<file path="src/rtl/dac_pkg.sv">
// dac_pkg: shared state encoding, default widths and idle code for the DAC player
package dac_pkg;
    typedef enum logic [1:0] {IDLE, PRIME, PLAY} state_t;
    localparam int ADDR_W_DEF = 8;
    localparam int DATA_W_DEF = 8;
    localparam logic [7:0] IDLE_CODE = 8'd128;
endpackage

</file>
<file path="src/rtl/dac_playback_if.sv">
// dac_playback_if: buffer write port, playback control and DAC output bundle
interface dac_playback_if #(
    parameter int ADDR_W = 8,
    parameter int DATA_W = 8
) ();
    logic              wr_en;
    logic [ADDR_W-1:0] wr_addr;
    logic [DATA_W-1:0] wr_data;
    logic              start;
    logic              stop;
    logic [ADDR_W-1:0] len;
    logic              loop;
    logic [7:0]        div;
    logic              test_ramp;
    logic [DATA_W-1:0] da_data;
    logic              sample_stb;
    logic              busy;
    logic              done;
    modport master (
        output wr_en, wr_addr, wr_data, start, stop, len, loop, div, test_ramp,
        input  da_data, sample_stb, busy, done
    );
    modport slave (
        input  wr_en, wr_addr, wr_data, start, stop, len, loop, div, test_ramp,
        output da_data, sample_stb, busy, done
    );
endinterface

</file>
<file path="src/rtl/dac_sample_ram.sv">
// dac_sample_ram: simple dual-port sample buffer, synchronous read-before-write
module dac_sample_ram #(
    parameter int ADDR_W = 8,
    parameter int DATA_W = 8
) (
    input  logic              clk_35M,
    input  logic              wr_en,
    input  logic [ADDR_W-1:0] wr_addr,
    input  logic [DATA_W-1:0] wr_data,
    input  logic [ADDR_W-1:0] rd_addr,
    output logic [DATA_W-1:0] rd_data
);
    logic [DATA_W-1:0] mem [2**ADDR_W];
    always_ff @(posedge clk_35M) begin
        if (wr_en) mem[wr_addr] <= wr_data;
        rd_data <= mem[rd_addr];
    end
endmodule

</file>
<file path="src/rtl/dac_playback.sv">
// dac_playback: buffered DAC sample player; DAC_PLAYBACK_RAMP_EN adds a free-running ramp test mode
module dac_playback
    import dac_pkg::*;
#(
    parameter int ADDR_W = ADDR_W_DEF,
    parameter int DATA_W = DATA_W_DEF,
    parameter logic [DATA_W-1:0] IDLE_CODE = DATA_W'(dac_pkg::IDLE_CODE)
) (
    input logic clk_35M,
    input logic rst,
    dac_playback_if.slave bus
);
    state_t            state;
    logic [ADDR_W-1:0] len_q;
    logic [ADDR_W-1:0] nxt;
    logic [ADDR_W-1:0] succ;
    logic [ADDR_W-1:0] raddr;
    logic [7:0]        div_q;
    logic [7:0]        cnt;
    logic              loop_q;
    logic              stop_q;
    logic              first;
    logic              last;
    logic              bnd;
    logic              fin;
    logic [DATA_W-1:0] rd_data;
    logic [DATA_W-1:0] smp;
    // nxt is the index shown at the next boundary; on a boundary the RAM already fetches the one after it
    assign bnd   = state == PLAY && cnt == '0;
    assign succ  = nxt == len_q ? '0 : nxt + 1'b1;
    assign raddr = bnd ? succ : nxt;
`ifdef DAC_PLAYBACK_RAMP_EN
    logic              ramp_q;
    logic [DATA_W-1:0] ramp_v;
    assign smp = ramp_q ? ramp_v : rd_data;
    assign fin = !ramp_q && !loop_q && nxt == len_q;
`else
    assign smp = rd_data;
    assign fin = !loop_q && nxt == len_q;
`endif
    dac_sample_ram #(.ADDR_W(ADDR_W), .DATA_W(DATA_W)) u_ram (
        .clk_35M(clk_35M),
        .wr_en(bus.wr_en),
        .wr_addr(bus.wr_addr),
        .wr_data(bus.wr_data),
        .rd_addr(raddr),
        .rd_data(rd_data)
    );
    always_ff @(posedge clk_35M or posedge rst) begin
        if (rst) begin
            state          <= IDLE;
            bus.da_data    <= IDLE_CODE;
            bus.sample_stb <= 1'b0;
            bus.busy       <= 1'b0;
            bus.done       <= 1'b0;
            len_q          <= '0;
            div_q          <= '0;
            loop_q         <= 1'b0;
            cnt            <= '0;
            nxt            <= '0;
            stop_q         <= 1'b0;
            first          <= 1'b0;
            last           <= 1'b0;
`ifdef DAC_PLAYBACK_RAMP_EN
            ramp_q         <= 1'b0;
            ramp_v         <= '0;
`endif
        end else begin
            bus.sample_stb <= 1'b0;
            bus.done       <= 1'b0;
            case (state)
                IDLE: if (bus.start) begin
                    state    <= PRIME;
                    bus.busy <= 1'b1;
                    len_q    <= bus.len;
                    div_q    <= bus.div;
                    loop_q   <= bus.loop;
                    cnt      <= '0;
                    nxt      <= '0;
                    stop_q   <= 1'b0;
                    first    <= 1'b1;
                    last     <= 1'b0;
`ifdef DAC_PLAYBACK_RAMP_EN
                    ramp_q   <= bus.test_ramp;
                    ramp_v   <= '0;
`endif
                end
                PRIME: begin
                    state  <= PLAY;
                    stop_q <= bus.stop;
                end
                PLAY: begin
                    if (bus.stop) stop_q <= 1'b1;
                    if (!bnd) cnt <= cnt - 1'b1;
                    else if (!first && (last || stop_q)) begin
                        state       <= IDLE;
                        bus.busy    <= 1'b0;
                        bus.done    <= 1'b1;
                        bus.da_data <= IDLE_CODE;
                    end else begin
                        bus.da_data    <= smp;
                        bus.sample_stb <= 1'b1;
                        cnt            <= div_q;
                        nxt            <= succ;
                        first          <= 1'b0;
                        last           <= fin;
`ifdef DAC_PLAYBACK_RAMP_EN
                        ramp_v         <= ramp_v + 1'b1;
`endif
                    end
                end
                default: state <= IDLE;
            endcase
        end
    end
endmodule

</file>
<file path="src/flat_wrapper.sv">
// flat-port wrapper written by rule: the top's interface ports become plain ports
module dac_playback_flat import dac_pkg::*;
#(
    parameter int ADDR_W = ADDR_W_DEF,
    parameter int DATA_W = DATA_W_DEF,
    parameter logic [DATA_W-1:0] IDLE_CODE = DATA_W'(dac_pkg::IDLE_CODE)
)
  (clk_35M, rst, bus_wr_en, bus_wr_addr, bus_wr_data, bus_start, bus_stop, bus_len, bus_loop, bus_div, bus_test_ramp, bus_da_data, bus_sample_stb, bus_busy, bus_done);
  dac_playback_if #(.ADDR_W(ADDR_W), .DATA_W(DATA_W)) bus_i ();
  input logic clk_35M;
  input logic rst;
  input wire logic [$bits(bus_i.wr_en)-1:0] bus_wr_en;
  input wire logic [$bits(bus_i.wr_addr)-1:0] bus_wr_addr;
  input wire logic [$bits(bus_i.wr_data)-1:0] bus_wr_data;
  input wire logic [$bits(bus_i.start)-1:0] bus_start;
  input wire logic [$bits(bus_i.stop)-1:0] bus_stop;
  input wire logic [$bits(bus_i.len)-1:0] bus_len;
  input wire logic [$bits(bus_i.loop)-1:0] bus_loop;
  input wire logic [$bits(bus_i.div)-1:0] bus_div;
  input wire logic [$bits(bus_i.test_ramp)-1:0] bus_test_ramp;
  output wire logic [$bits(bus_i.da_data)-1:0] bus_da_data;
  output wire logic [$bits(bus_i.sample_stb)-1:0] bus_sample_stb;
  output wire logic [$bits(bus_i.busy)-1:0] bus_busy;
  output wire logic [$bits(bus_i.done)-1:0] bus_done;
  assign bus_i.wr_en = bus_wr_en;
  assign bus_i.wr_addr = bus_wr_addr;
  assign bus_i.wr_data = bus_wr_data;
  assign bus_i.start = bus_start;
  assign bus_i.stop = bus_stop;
  assign bus_i.len = bus_len;
  assign bus_i.loop = bus_loop;
  assign bus_i.div = bus_div;
  assign bus_i.test_ramp = bus_test_ramp;
  assign bus_da_data = bus_i.da_data;
  assign bus_sample_stb = bus_i.sample_stb;
  assign bus_busy = bus_i.busy;
  assign bus_done = bus_i.done;
  dac_playback #(.ADDR_W(ADDR_W), .DATA_W(DATA_W), .IDLE_CODE(IDLE_CODE)) u_core (.clk_35M(clk_35M), .rst(rst), .bus(bus_i));
endmodule
</file>
<file path="config.mk">
export PLATFORM = sky130hd
export DESIGN_NAME = dac_playback_flat
export DESIGN_NICKNAME = d
export VERILOG_FILES = /design/src/rtl/dac_pkg.sv /design/src/rtl/dac_playback_if.sv /design/src/rtl/dac_sample_ram.sv /design/src/rtl/dac_playback.sv /design/src/flat_wrapper.sv
export SDC_FILE = /design/constraint.sdc
export NUM_CORES = 2
export LEC_CHECK = 0
export CAP_MARGIN = 20
export CORE_MARGIN = 5
export CORE_UTILIZATION = 25
export DETAILED_ROUTE_END_ITERATION = 12
export SETUP_SLACK_MARGIN = 0.1
export SLEW_MARGIN = 40
export SYNTH_ARGS = -nofsm -noshare
export SYNTH_HDL_FRONTEND = slang
export SYNTH_SLANG_ARGS = --single-unit
export TNS_END_PERCENT = 100
</file>
<file path="constraint.sdc">
create_clock -name clk_35M -period 2.9 [get_ports clk_35M]
set_clock_uncertainty 0.05 [all_clocks]
set_input_delay 0.29 -clock clk_35M [delete_from_list [all_inputs] [get_ports clk_35M]]
set_output_delay 0.29 -clock clk_35M [all_outputs]
set_load 0.02 [all_outputs]
</file>
Yosys cells after proc, flatten, opt, wreduce, memory -nomap -nowiden
Memory sizes are Yosys's and may differ from the RTL's. A register that Yosys moved wholly into a read port is not among the register bits. Cells that the tools add are included. W data, S select, Z words.

Flip-flop bits (word level): 49. Bits of input ports: 39. Memories kept: 1. Output and inout port bits: 11. Memory bits (writable): 2048.

Reduce and logical (&&, ||, !) cells: 17. Add/subtract/negate cells: 2. Muxes and demuxes: 35. Eq/ne operators: 9.

Memory list: u_core.u_ram.mem (words 256, width 8, read ports 1, clocked after Yosys merged registers in 1, wr ports 1, RTL line dac_sample_ram.sv:13) `logic [DATA_W-1:0] mem [2**ADDR_W];`.

Operators by type and width (number): $mux W8 (8); $pmux W8 S2 (2); $mux W1 (17); $reduce_and A3 Y1 (3); $add A8 B1 Y8 const B (1); $eq A8 B8 Y1 (1); $logic_not A8 Y1 (1); $ne A2 B2 Y1 const B (4); $reduce_and A4 Y1 (2); $sub A8 B1 Y8 const B (1); $mux W2 (3); $pmux W1 S2 (3); $pmux W2 S3 (1); $reduce_and A2 Y1 (2); $logic_and A1 B1 Y1 (3); $ne A3 B3 Y1 const B (1); $pmux W1 S3 (1); $reduce_bool A3 Y1 (1); $eq A2 B1 Y1 const B (1); $eq A2 B2 Y1 const B (1); $logic_not A1 Y1 (2); $logic_not A2 Y1 (1); $ne A2 B1 Y1 const B (1); $reduce_bool A2 Y1 (1); $logic_or A1 B1 Y1 (1).

Longest topological paths before layout
Depth in word-level cells: 5. Depth in mapped cells: 17.

Hierarchy
From an unflattened synthesis, not the netlist that was laid out.

Cells, all modules: 4023. Area, all modules: 82371.5 µm².

Modules (own cells, without submodules): dac_sample_ram (times used 1, area each 79556.3 µm², cells an instance 3733, sequential area each 61659.1 µm²); dac_playback (times used 1, area each 2815.2 µm², cells an instance 290, sequential area each 1227.4 µm²).

Least setup slack after synthesis
Ideal clock, no wire load.

Path type: reg-to-reg. Start: register u_core.cnt[0]. End: register u_core.u_ram.rd_data[6], read port of u_core.u_ram.mem. Cell stages (with the launch flop): 17. Data arrival time: 2927 ps. Path slack: -197 ps. Period minus slack after synthesis: 3097 ps. Required time: 2729 ps. Path through: dfrtp_1 -> inv_1 -> ha_1 -> nor4b_4 -> nand3_1 -> buf_2 -> a211o_1 -> and2_1 -> buf_4 -> buf_6 -> buf_2 -> a211oi_1 -> o21ai_0 -> a41oi_1 -> o21ai_1 -> o22a_1 -> mux2_2.

Cells in the longest elaborated chain, start to end: 3.

Ends and longest elaborated chain: start, declared (RTL line dac_playback.sv:19) `logic [7:0] cnt;`; start signal, assigned (RTL line dac_playback.sv:94) `if (!bnd) cnt <= cnt - 1'b1;`; start signal, assigned (RTL line dac_playback.sv:103) `cnt <= div_q;`; $logic_not A8 Y1 (RTL line dac_playback.sv:29) `assign bnd = state == PLAY && cnt == '0;`; $logic_and A1 B1 Y1 (RTL line dac_playback.sv:29); $mux W8 (RTL line dac_playback.sv:31) `assign raddr = bnd ? succ : nxt;`; end, declared (RTL line dac_sample_ram.sv:11) `output logic [DATA_W-1:0] rd_data`.

No other way between the ends. A chain may end at the register's enable or synchronous reset.

Worst setup path in the final report
Start: register u_core.cnt[1]. End: register u_core.u_ram.rd_data[1], read port of u_core.u_ram.mem.

Same word-level chain as after synthesis.

==> flow_summary.json <==
{
  "synth_mux_area_frac": 0.0262,
  "status": "finished, violations left",
  "combPwrFrac": 0.268,
  "syn_area_um2": 83600,
  "nets": 6737,
  "fin_worst_hold_slack_ps": 68.1,
  "clkTransAtPathRegs_ps": 60,
  "cts_root_buf": "clkbuf_16",
  "final_util": 0.316,
  "vias": 55600,
  "dp.cells": 10800,
  "yosysUniqueCellTypes": 68,
  "wl_per_cell_um": 22.6,
  "synth_top_family_by_area": "simple AND/OR/NAND/NOR gates",
  "seq_power_share": 0.409,
  "maxCapViolations": 0,
  "worstPathArrival_ps": 4570,
  "violations": "setup timing",
  "p_sw_mw": 25.6,
  "top_usage_layer": "met2",
  "synthAdderAreaFrac": 0.000898,
  "power_density_nw_per_um2": 794,
  "clock_latency_ps": 850,
  "fmax_mhz": 261,
  "synth_area_leader_cell": "edfxtp_1",
  "ios": 50,
  "placed_cell_area_um2": 96100,
  "cts_max_level": 4,
  "hold_class": "input pin to flip-flop",
  "synth_compound_area_frac": 0.0894,
  "synth_seq_cells": 2105,
  "syn_area_per_cell_um2": 14.2,
  "dieHeight_um": 588,
  "synth_area_leaders": "edfxtp_1 (74%), nand2_1 (5.0%), mux2i_1 (2.2%), a211oi_1 (2.1%), and3_1 (1.8%)",
  "drc": 0,
  "swShare": 0.306,
  "yosysSeqAreaShare": 0.752,
  "placeableCoreArea_um2": 333000,
  "crit_path_frequent_cell": "buf_12",
  "final_common_cell": "edfxtp_1",
  "cp-end-kind": "flip-flop",
  "start_util": 0.251,
  "clockBufferDepth": 3,
  "die_width_um": 588,
  "critPathSlowestCell": "o211ai_1",
  "ir_drop_v": 0.000549,
  "synthCells": 5883,
  "grt_setup_unrepaired": "yes",
  "ys.flop_type": "edfxtp_1",
  "stdcell_area_um2": 105000,
  "globalRouteMet2Util": 0.217,
  "setup_viol": 8,
  "grt_max_degree": 95,
  "cts_tree": "built",
  "finalCriticalPeriod_ps": 3840,
  "drive_gt1_frac": 0.217,
  "finalSetupTns_ps": -6800,
  "grt.met1_usage": 0.194,
  "setup.worst_path.class": "flip-flop to flip-flop",
  "ys_async_sr_fraction": 0.0233,
  "first_pass_iters": 6,
  "worstMarginPinSlew_ps": 877,
  "cts_buffers": 214,
  "grt-ovfl-total": 0,
  "synth-xor-area-share": 0.00136,
  "die-area_um2": 346000,
  "synth_top_area_share": 0.735,
  "period_share": 1.32,
  "p_int_mw": 58.0,
  "vias_per_cell": 4.94,
  "stdcell_count": 11300,
  "worstPathRequired_ps": 3630,
  "crit_chain": "inv_2, ha_4, nor4b_4, nand3_4, buf_6, nand2_4, buf_12, and2_4, buf_8, buf_12, buf_4, buf_16, a21oi_1, a32oi_1, nand4_1, o211ai_1, o22ai_1, mux2i_1",
  "first_iter_violations": 6777,
  "syn-num-nets": 5928,
  "cp-start-kind": "flip-flop",
  "portBuffers": 48,
  "wirelength_um": 255000,
  "synth_edf_count": 2048,
  "critical_path_buf_inv_count": 7,
  "relSlewSlack": 0.415,
  "yosys.area_share.simple": 0.105,
  "rows": 212,
  "place_congestion": 0.882,
  "cp_max_fo": 6,
  "grtUsageTotal": 0.140,
  "met3_usage": 0.0287,
  "ys_warn_count": 0,
  "antenna_found_initial": 14,
  "dp_hpwl_um": 165000,
  "clock_sinks": 2105,
  "layout_setup_ws_ps": -938,
  "grt_pass1_wl_um": 367000,
  "hold_viol_final": 0,
  "drtAntennaViolNets": 0,
  "clockPowerShare": 0.323,
  "cp_slowest_stage_delay_ps": 620,
  "grt_pass1_vias": 53500,
  "area_growth_syn_to_layout_pct": 25.9,
  "p_leak_nw": 34.6,
  "layout_common_cells": "edfxtp_1 (2048), nand2_1 (1111), buf_4 (791)",
  "critical_path.top_delay_family": "compound AO/OA/AOI/OAI gates",
  "report.final.slew_viol_count": 0
}
## worst register-to-register path: stages (launching register included)
cell and delay [ps]:
dfrtp_1 390, inv_2 90, ha_4 140, nor4b_4 270, nand3_4 180, buf_6 170
nand2_4 70, buf_12 110, and2_4 270, buf_8 200, buf_12 170, buf_4 140
buf_16 100, a21oi_1 60, a32oi_1 230, nand4_1 130, o211ai_1 620, o22ai_1 230
mux2i_1 180
## cell usage after synthesis, types with 3 or more instances
| library cell | n |
|---|---|
| o21ai_0 | 103 |
| o22ai_1 | 134 |
| and3_1 | 243 |
| mux2i_1 | 184 |
| mux4_2 | 5 |
| a32oi_1 | 151 |
| clkbuf_1 | 221 |
| nand3_1 | 248 |
| o211ai_1 | 17 |
| a222oi_1 | 33 |
| o21ai_1 | 6 |
| inv_1 | 10 |
| o2111ai_1 | 3 |
| buf_6 | 8 |
| buf_4 | 31 |
| a311oi_1 | 6 |
| dfrtp_1 | 48 |
| nor3_1 | 9 |
| o21bai_1 | 3 |
| a221oi_1 | 30 |
| nor2_1 | 290 |
| nor4_1 | 5 |
| nand2_1 | 1120 |
| a31oi_1 | 141 |
| ha_1 | 6 |
| dfxtp_1 | 8 |
| a22o_1 | 9 |
| a21oi_1 | 167 |
| a211oi_1 | 239 |
| and2_1 | 4 |
| a41oi_1 | 14 |
| buf_2 | 156 |
| xnor2_1 | 3 |
| buf_1 | 28 |
| edfxtp_1 | 2048 |
| o31ai_1 | 3 |
| nor2b_1 | 11 |
| mux2_2 | 21 |
| xor2_1 | 10 |
| nand4_1 | 71 |
| a22oi_1 | 4 |
## timing repair
action,in CTS,in global routing
endpoints found under the hold margin,454,0
gates resized for setup,192,95
cloned,10,5
pin swaps,45,52
buffers inserted,31,16
hold buffers,21,0
setup endpoints to repair,8,12
## flip-flops by register name (all words and copies together), names as in the netlist
name and flops:
u_core.u_ram.mem 2048, u_core.len_q 8, u_core.stop_q 1, u_core.u_ram.rd_data 8, u_core.cnt 8, u_core.div_q 8, u_core.nxt 8, u_core.bus.done 1
u_core.bus.da_data 8, u_core.bus.busy 1, u_core.loop_q 1, u_core.state 2, u_core.last 1, u_core.bus.sample_stb 1, u_core.first 1
## metal layers
layer  share of wire  wire, µm
met3           0.092     23500
met4           0.037      9370
met1            0.42    106000
met5         0.00031        80
met2            0.45    115000
## area by class of cell
| type | instances | area, µm² |
|---|---|---|
| Multi-Input combinational cell | 3323 | 20000 |
| Tap cell | 4387 | 5490 |
| Clock buffer | 271 | 5650 |
| Inverter | 10 | 37.5 |
| Timing Repair Buffer | 1038 | 10100 |
| Fill cell | 32200 | 228000 |
| Clock inverter | 120 | 1170 |
| Antenna cell | 8 | 20.0 |
| Sequential cell | 2105 | 62900 |
## worst paths after layout
path                                from                       to  slack (ps)  cells after the start
hold / removal                bus_div[4]          u_core.div_q[4]          70                      2
setup reg to reg           u_core.cnt[1]  u_core.u_ram.rd_data[1]        -940                     18
setup / recovery           u_core.cnt[1]  u_core.u_ram.rd_data[1]        -940                     18
hold reg to reg             u_core.first             u_core.first         440                      1
max in group asynchronous            rst    u_core.bus.da_data[7]        1700                      4
min in group asynchronous            rst          u_core.len_q[3]         340                      3
## cells by family after synthesis
logic type               after synthesis
flip-flops                          2105
AND/OR/NAND/NOR                     2012
AO/OA/AOI/OAI                       1082
buffers and inverters                455
multiplexers                         210
XOR/XNOR                              13
adder cells (fa/ha/maj)                6
## power groups by stage
stage / Clock [mW] / Sequential [mW] / Combinational [mW]
2_1_floorplan: 0 / 34.6 / 11.3
4_1_cts: 27.4 / 34.2 / 21.7
6_report: 27.0 / 34.2 / 22.4
3_3_place_gp: 0 / 34.9 / 20.2
5_1_grt: 28.8 / 34.2 / 23.8
3_5_place_dp: 0 / 34.9 / 20.5
## stage by stage
stage	setup slack (ps)	power [mW]
floorplan	-75.7	45.9
global placement	-1780	55.1
detailed placement	-1750	55.3
CTS	-953	83.3
global route	-1110	86.8
finish	-938	83.6
(Power assumes the default switching activity.)
